$ cat src/rtl/ual_sequencer_if.sv
// ============================================================================
//  Module      : ual_sequencer_if
//  Description : Switch/button inputs, ALU result and registered ALU/display
//                outputs of the UAL operand/opcode sequencer.
//  Revision    : 1.0 - initial release
// ============================================================================
`default_nettype none

interface ual_sequencer_if #(
    parameter int M = 4
) ();
    logic [M:0]   sw;
    logic         btn_next;
    logic         btn_clear;
    logic [M-1:0] Q;
    logic [M-1:0] A;
    logic [M-1:0] B;
    logic [M:0]   ALUControl;
    logic [M-1:0] result;
    logic         result_valid;
    logic         op_err;
    logic [2:0]   state;
    logic [7:0]   op_count;

    // Board / ALU environment side
    modport master (
        output sw, btn_next, btn_clear, Q,
        input  A, B, ALUControl, result, result_valid, op_err, state, op_count
    );

    // Sequencer side
    modport slave (
        input  sw, btn_next, btn_clear, Q,
        output A, B, ALUControl, result, result_valid, op_err, state, op_count
    );
endinterface

`default_nettype wire

$ cat src/rtl/ual_sequencer.sv
// ============================================================================
//  Module      : ual_sequencer
//  Description : Steps through operand A, operand B and opcode entry with a
//                single "next" button, then captures the ALU result.
//  Revision    : 1.0 - initial release
// ============================================================================
`default_nettype none

module ual_sequencer #(
    parameter int M = 4
) (
    input  wire logic      clk,
    input  wire logic      rst,
    ual_sequencer_if.slave bus
);

    typedef enum logic [2:0] {
        S_A    = 3'd0,
        S_B    = 3'd1,
        S_OP   = 3'd2,
        S_EXEC = 3'd3,
        S_SHOW = 3'd4
    } state_t;

    localparam logic [M:0] c_op_max = (M+1)'(9);
    localparam logic [M:0] c_op_div = (M+1)'(3);
    localparam logic [M:0] c_op_mod = (M+1)'(4);

    state_t       state_q, state_d;
    logic [M-1:0] a_q, a_d;
    logic [M-1:0] b_q, b_d;
    logic [M:0]   op_q, op_d;
    logic [M-1:0] res_q, res_d;
    logic         rv_q, rv_d;
    logic         err_q, err_d;
    logic [7:0]   cnt_q, cnt_d;
    logic         prev_q;

    logic         w_nxt;
    logic         w_op_bad;

    // prev resets high so a button held through reset is not seen as a press
    assign w_nxt    = bus.btn_next & ~prev_q;
    assign w_op_bad = (bus.sw > c_op_max) ||
                      (((bus.sw == c_op_div) || (bus.sw == c_op_mod)) && (b_q == '0));

    always_ff @(posedge clk) begin
        if (rst) begin
            state_q <= S_A;
            a_q     <= '0;
            b_q     <= '0;
            op_q    <= '0;
            res_q   <= '0;
            rv_q    <= 1'b0;
            err_q   <= 1'b0;
            cnt_q   <= 8'd0;
            prev_q  <= 1'b1;
        end else begin
            state_q <= state_d;
            a_q     <= a_d;
            b_q     <= b_d;
            op_q    <= op_d;
            res_q   <= res_d;
            rv_q    <= rv_d;
            err_q   <= err_d;
            cnt_q   <= cnt_d;
            prev_q  <= bus.btn_next;
        end
    end

    always_comb begin
        state_d = state_q;
        a_d     = a_q;
        b_d     = b_q;
        op_d    = op_q;
        res_d   = res_q;
        rv_d    = rv_q;
        err_d   = err_q;
        cnt_d   = cnt_q;

        if (bus.btn_clear) begin
            // Abort wins over a same-cycle press; the op counter survives
            state_d = S_A;
            a_d     = '0;
            b_d     = '0;
            op_d    = '0;
            res_d   = '0;
            rv_d    = 1'b0;
            err_d   = 1'b0;
        end else begin
            case (state_q)
                S_A: begin
                    if (w_nxt) begin
                        a_d     = bus.sw[M-1:0];
                        state_d = S_B;
                    end
                end
                S_B: begin
                    if (w_nxt) begin
                        b_d     = bus.sw[M-1:0];
                        state_d = S_OP;
                    end
                end
                S_OP: begin
                    if (w_nxt) begin
                        if (w_op_bad) begin
                            err_d = 1'b1;
                        end else begin
                            op_d    = bus.sw;
                            err_d   = 1'b0;
                            state_d = S_EXEC;
                        end
                    end
                end
                S_EXEC: begin
                    // ALU inputs have been stable for a full cycle here
                    res_d   = bus.Q;
                    rv_d    = 1'b1;
                    cnt_d   = cnt_q + 8'd1;
                    state_d = S_SHOW;
                end
                S_SHOW: begin
                    if (w_nxt) begin
                        rv_d    = 1'b0;
                        state_d = S_A;
                    end
                end
                default: state_d = S_A;
            endcase
        end
    end

    assign bus.A            = a_q;
    assign bus.B            = b_q;
    assign bus.ALUControl   = op_q;
    assign bus.result       = res_q;
    assign bus.result_valid = rv_q;
    assign bus.op_err       = err_q;
    assign bus.state        = state_q;
    assign bus.op_count     = cnt_q;

endmodule

`default_nettype wire

$ cat src/flat_wrapper.sv
// flat-port wrapper written by rule: the top's interface ports become plain ports
module ual_sequencer_flat 
#(
    parameter int M = 4
)
  (clk, rst, bus_sw, bus_btn_next, bus_btn_clear, bus_Q, bus_A, bus_B, bus_ALUControl, bus_result, bus_result_valid, bus_op_err, bus_state, bus_op_count);
  ual_sequencer_if #(.M(M)) bus_i ();
  input  wire logic clk;
  input  wire logic rst;
  input wire logic [$bits(bus_i.sw)-1:0] bus_sw;
  input wire logic [$bits(bus_i.btn_next)-1:0] bus_btn_next;
  input wire logic [$bits(bus_i.btn_clear)-1:0] bus_btn_clear;
  input wire logic [$bits(bus_i.Q)-1:0] bus_Q;
  output wire logic [$bits(bus_i.A)-1:0] bus_A;
  output wire logic [$bits(bus_i.B)-1:0] bus_B;
  output wire logic [$bits(bus_i.ALUControl)-1:0] bus_ALUControl;
  output wire logic [$bits(bus_i.result)-1:0] bus_result;
  output wire logic [$bits(bus_i.result_valid)-1:0] bus_result_valid;
  output wire logic [$bits(bus_i.op_err)-1:0] bus_op_err;
  output wire logic [$bits(bus_i.state)-1:0] bus_state;
  output wire logic [$bits(bus_i.op_count)-1:0] bus_op_count;
  assign bus_i.sw = bus_sw;
  assign bus_i.btn_next = bus_btn_next;
  assign bus_i.btn_clear = bus_btn_clear;
  assign bus_i.Q = bus_Q;
  assign bus_A = bus_i.A;
  assign bus_B = bus_i.B;
  assign bus_ALUControl = bus_i.ALUControl;
  assign bus_result = bus_i.result;
  assign bus_result_valid = bus_i.result_valid;
  assign bus_op_err = bus_i.op_err;
  assign bus_state = bus_i.state;
  assign bus_op_count = bus_i.op_count;
  ual_sequencer #(.M(M)) u_core (.clk(clk), .rst(rst), .bus(bus_i));
endmodule
$ cat config.mk
export PLATFORM = sky130hd
export DESIGN_NAME = ual_sequencer_flat
export DESIGN_NICKNAME = d
export VERILOG_FILES = /design/src/rtl/ual_sequencer_if.sv /design/src/rtl/ual_sequencer.sv /design/src/flat_wrapper.sv
export SDC_FILE = /design/constraint.sdc
export NUM_CORES = 1
export LEC_CHECK = 0
export ABC_AREA = 1
export BUFFER_PORTS_ARGS = -buffer_cell sky130_fd_sc_hd__buf_2
export CAP_MARGIN = 20
export CORE_ASPECT_RATIO = 2
export CORE_MARGIN = 2
export CORE_UTILIZATION = 49
export DETAILED_ROUTE_END_ITERATION = 6
export HOLD_SLACK_MARGIN = 0.12
export MAX_ROUTING_LAYER = met4
export PLACE_DENSITY = 0.77
export SLEW_MARGIN = 15
export SYNTH_ARGS = -nofsm -noshare
export SYNTH_HDL_FRONTEND = slang
export SYNTH_SLANG_ARGS = --single-unit
$ cat constraint.sdc
create_clock -name clk -period 1.43 [get_ports clk]
set_clock_uncertainty 0.15 [all_clocks]
set_input_delay 0.143 -clock clk [delete_from_list [all_inputs] [get_ports clk]]
set_output_delay 0.143 -clock clk [all_outputs]
set_load 0.05 [all_outputs]
==> impl_metrics.toml, run 1 <==
[worst_setup_path]
r2r_slack_ps = 110
r2r_start = "u_core.bus.state[2]"
start_kind = "input port"
r2r-end = "u_core.bus.B[0]"
cp-end-kind = "flop"
reg2regPathDepth = 6
crit_path_max_fanout = 17
arrival_ps = 1410
crit_required_ps = 1500
critPathKind = "input port to flop"

[detailed_routing]
via_per_inst = 4.989
firstDrtPassIters = 4
wl_per_cell_um = 12.01
drcViolationCount = 0
drt_wl_total_um = 3328
ant_nets = 0
drt_iter0_drc = 44
via_count = 1382

[layout]
final_cells = 277
multiInputGateArea_um2 = 639.4
layout_common_cells = "41 x buf_2, 33 x nor2_1, 32 x nand2_1, 21 x inv_1, 19 x dfxtp_1"
drive_gt1_share_pct = 31.05
area_growth_syn_to_layout_pct = 38.93
nets = 261
final_common_cell = "buf_2"
n_antenna_cell = 0
regArea_um2 = 635.6
fillCellCount = 250
stdcell_area_mm2 = 0.001884

[timing]
maxSlewViolCount = 0
finalHoldViolations = 0
fin_crit_sh_pct = 93.97
fmax_mhz = 744.2
setup_violations = 0
slew-limit-headroom_pct = 75.63
period_minus_slack_ps = 1344
holdWs_ps = 134.2
tightest_slew_ps = 364.3
rsz0062_at_grt = "yes"

[power]
total_power_mw = 1.675
ir_drop_mv = 0.7879
leakagePower_nw = 0.8861
power_density_mw_per_mm2 = 888.8

[place]
hpwl_um = 2333
dp_cells = 252
gp_congestion = 0.7507
portBuffers = 42
placed_cell_area_mm2 = 0.001622

[logic_synthesis]
netlist.area_leader.share_pct = 45.76
ys_types = 23
synth_simple_gate_area_share_pct = 30.81
synthArstFlopShare_pct = 0
syn_nets = 194
synthCells = 180
syn_area_mm2 = 0.001356
synth-warning-count = 0
synth_area_leaders = "dfxtp_1 46%, nor2_1 9.1%, nand2_1 8.9%"
synthAdderAreaFrac_pct = 0.9225
synth.ff_latch_count = 31
synth_enable_flop_cells = 0
synth-xor-area-share_pct = 1.292
ys_seq_area_share_pct = 45.76
ys.flop_type = "dfxtp_1"
synthMuxAreaShare_pct = 0
synth_compound_area_share_pct = 13.75
yosysTopAreaCell = "dfxtp_1"
syn_area_per_cell_um2 = 7.535
synth_top_family_by_area = "simple AND/OR/NAND/NOR gates"

[global_route]
grt_pass1_wl_um = 5326
grt_max_degree = 18
antenna_found_initial = 0
overflow = 0
track_usage_pct = 24.41
grt_pass1_vias = 1320

[die]
die_h_um = 78.40
core.rowCount = 27
die_x_um = 41.20
core_area_mm2 = 0.002703
die-area_mm2 = 0.003230
ios = 43
initial_utilization_pct = 50.19

[cts]
clock_sinks = 31
cts_tree = "built"
clkLatencyLatePin_ps = 290
clk_pin_slew_worst_paths_ps = 70
ctsLongestPathBuffers = 2
numCtsBuffers = 5
cts_root_buf = "clkbuf_8"
cts-htree-levels = 2

[flow_run]
max-cap-violations = 0

[min_path]
hold_end = "u_core.bus.ALUControl[0]"
whs_path_depth = 5
min_from = "rst"
hp-class = "input port to flop"

[run_status]
status = "complete, no violations"
[power by group]
part / total, mW / internal, mW / switching [mW]
clock network: 0.665 / 0.341 / 0.325
registers: 0.872 / 0.868 / 0.00362
logic: 0.137 / 0.0615 / 0.0759
[how the worst max path moves through the flow]
stage,cells after the start,slack [ps],start,to
finish,6,90,bus_btn_clear,u_core.bus.state[1]
global route,6,-30,bus_btn_clear,u_core.bus.result_valid
CTS,10,20,bus_sw[0],u_core.bus.ALUControl[1]
detailed placement,5,80,u_core.bus.op_count[2],u_core.bus.op_count[5]
global placement,5,110,u_core.bus.op_count[2],u_core.bus.op_count[5]
floorplan,6,10,u_core.bus.op_count[1],u_core.bus.op_count[4]
[cell type report]
type                       count  area share [%]
clock inverter                 1          0.2656
multi-input combinational    124           33.93
inverter                      24           4.781
clock buffer                   7           4.050
timing repair buffer          61           21.31
tap                           29           1.926
sequential                    31           33.73
[synth_stat cells (2+ instances only)]
cell	count
nor2_1	33
nand2_1	32
dfxtp_1	31
inv_1	21
a21oi_1	17
o21ai_0	15
nand3_1	6
inv_2	3
nand4_1	3
nor2_2	3
nand3_4	2
nor2_4	2
xor2_1	2
[flip-flops by register name, indices dropped and copies added (netlist names)]
| signal | count |
|---|---|
| u_core.prev_q | 1 |
| u_core.bus.B | 4 |
| u_core.bus.A | 4 |
| u_core.bus.result | 4 |
| u_core.bus.state | 3 |
| u_core.bus.op_err | 1 |
| u_core.bus.op_count | 8 |
| u_core.bus.ALUControl | 5 |
| u_core.bus.result_valid | 1 |
[critical path, stage by stage]
cell	delay, ps
dlygate4sd3_1	540
buf_2	160
nor2_1	130
buf_6	170
inv_1	130
a21oi_1	130
[metal layers]
layer | share of wire (%) | vias to the layer above | routed length [um] | GRT usage, %
met3 | 4.7 | 6 | 157 | 5.932
met4 | 2.2 | 0 | 74 | 10.65
met5 | 0 | - | 0 | -
met2 | 57 | 37 | 1890 | 44.53
li1 | - | 704 | - | -
met1 | 36 | 635 | 1206 | 20.68
[kinds of logic (layout without fill, tap and decap cells)]
logic type | after synthesis | count (layout)
buffers and inverters | 25 | 93
AND/OR/NAND/NOR | 86 | 86
XOR/XNOR | 2 | 2
adder cells (fa/ha/maj) | 1 | 1
flip-flops | 31 | 31
AO/OA/AOI/OAI | 35 | 35
[stage by stage]
step                      worst slack, ps  util, %  TNS, ps
after CTS                           15.31    69.31        0
after global placement              106.8    60.00        0
after global routing               -27.31    69.72   -49.05
final                               86.26    69.72        0
after floorplan                     11.27        -        0
after detailed placement            80.15    60.00        0
[what timing repair did]
item                                   CTS  global route
resized for setup                        0             3
endpoints found under the hold margin   24             0
buffers inserted                         0             2
setup endpoints to repair                0            13
hold buffers                            17             0
No activity file was read; power rests on OpenSTA's default activity.
==> run 2: changes to the inputs <==
- BUFFER_PORTS_ARGS: -buffer_cell sky130_fd_sc_hd__buf_2 -> -buffer_cell sky130_fd_sc_hd__clkbuf_2
- CORE_UTILIZATION: 49 -> 40
- PLACE_DENSITY: 0.77 -> 0.65
- SLEW_MARGIN: 15 -> 20
==> impl_metrics.toml, run 2 (synthesis results as in run 1) <==
[run_status]
status = "complete, no violations"

[layout]
nets = 266
n_antenna_cell = 0
final_common_cell = "clkbuf_2"
largest_reg_flops = 8
final_cells = 284
layout_common_cells = "42 x clkbuf_2, 32 x nand2_1, 32 x nor2_1, 21 x inv_1, 19 x dfxtp_1"
drive_gt1_share_pct = 33.33
area_growth_syn_to_layout_pct = 42.80

[die]
initial_utilization_pct = 41.06
die-area_mm2 = 0.003901
die_x_um = 45.18
die_h_um = 86.35
core_area_mm2 = 0.003303
core.rowCount = 30
ios = 43

[timing]
fin_setup_tns_ps = 0
finalHoldViolations = 0
setup_violations = 0
period_minus_slack_ps = 1324
tightest_slew_ps = 285.6
fmax_mhz = 755.5
slew-limit-headroom_pct = 80.89
holdWs_ps = 56.12
maxSlewViolCount = 0
fin_crit_sh_pct = 92.56
rsz0062_at_grt = "no"

[worst_setup_path]
r2r-end = "u_core.bus.op_count[0]"
startpoint = "u_core.bus.state[2]"
crit_buf_inv = 2
crit_path_max_fanout = 7
crit_required_ps = 1440
critical-path-max-stage-delay_ps = 350
cp-end-kind = "flop"
reg2regPathDepth = 6
critPathKind = "flop to flop"
critPathTopFamily = "flip-flops"
arrival_ps = 1330
crit_slowest_cell = "dfxtp_2"
cp_cell_sequence = "inv_1 -> nand3_4 -> nor2_8 -> inv_2 -> o21ai_0 -> a21oi_1"
r2r_start = "u_core.bus.state[2]"
r2r_slack_ps = 110
start_kind = "flop"

[cts]
clock_sinks = 31
numCtsBuffers = 5
cts_root_buf = "clkbuf_8"
cts_tree = "built"
clkLatencyLatePin_ps = 280
cts-htree-levels = 2
ctsLongestPathBuffers = 2
ctsHoldBuffers = 16
clk_pin_slew_worst_paths_ps = 70

[min_path]
hp-class = "input port to flop"
hold_end = "u_core.bus.state[0]"
min_from = "bus_btn_next"
whs_path_depth = 5

[global_route]
overflow = 0
grt_pass1_vias = 1239
antenna_found_initial = 0
track_usage_pct = 18.56
grt_pass1_wl_um = 5285
grt_max_degree = 18

[power]
pwr-share-seq_pct = 51.4
power_density_mw_per_mm2 = 876.8
leakagePower_nw = 0.8815
total_power_mw = 1.698
p_sw_uw = 389.8
comb_power_share_pct = 8.3
ir_drop_mv = 0.5231
clock_power_share_pct = 40.3
intPower_mw = 1.308
switching_share_pct = 22.96

[detailed_routing]
firstDrtPassIters = 4
drt_iter0_drc = 38
drt_wl_total_um = 3232
via_count = 1366
wl_per_cell_um = 11.38
ant_nets = 0
via_per_inst = 4.810
drcViolationCount = 0

[place]
hpwl_um = 2122
gp_congestion = 0.7454
dp_cells = 254
portBuffers = 42

[flow_run]
max-cap-violations = 0
==> run 2: cell count changes in the layout (fill, tap and decap cells not counted), sizes merged <==
| cell | previous run | this run |
|---|---|---|
| clkbuf | 7 | 48 |
| buf | 45 | 8 |
| dlymetal6s4s | 1 | 0 |
| dlygate4sd3 | 15 | 16 |
==> run 2: how the worst max path moves through the flow <==
stage,endpoint,cells past startpoint
floorplan,u_core.bus.op_count[4],6
global placement,u_core.bus.B[0],6
detailed placement,u_core.bus.op_count[0],6
CTS,u_core.bus.ALUControl[2],6
global route,u_core.bus.op_count[7],6
finish,u_core.bus.op_count[0],6
==> run 2: cell type report <==
cell class	count	area, um2
fillers	333	1366
multi-input cells	124	651.9
inverters	24	90.09
clock inverters	1	5.005
well taps	32	40.04
flip-flops and latches	31	635.6
repair buffers	66	431.7
clock buffers	6	82.58
==> run 2: stage by stage <==
step	util (%)	setup slack (ps)	instance area, um2
after floorplan	-	11.27	1371
after global placement	48.98	97.27	1618
after detailed placement	48.98	79.01	1618
after CTS	56.48	55.55	1866
after global routing	58.64	5.848	1937
final	58.64	106.3	1937
==> run 2: what timing repair did <==
action                     CTS  global route
resized for setup            0             6
setup endpoints to repair    0            12
hold endpoints to repair    24             1
setup buffers                0             6
==> run 2: tightest hold or removal path: cells and delay by family <==
| family | cells | cell delay (ps) |
|---|---|---|
| AOI/OAI and AO/OA | 1 | 50 |
| buffers and inverters | 2 | 150 |
| and+or+nand+nor | 2 | 90 |
==> run 2: per-layer routing <==
metal	up-vias	wire length [um]	part of all wire, %	track usage (%)
li1	717	-	-	-
met5	-	0	0	-
met2	37	1571	49	28.70
met3	4	164	5.1	5.000
met1	608	1439	45	22.01
met4	0	57	1.8	8.021
==> run 2: power by group through the flow <==
stage	Sequential (mW)	Combinational (mW)	Clock [mW]
final	0.873	0.141	0.685
after global routing	0.872	0.156	0.754
after CTS	0.871	0.132	0.710
after detailed placement	0.891	0.0976	0
after global placement	0.891	0.0972	0
after floorplan	0.903	0.0480	0
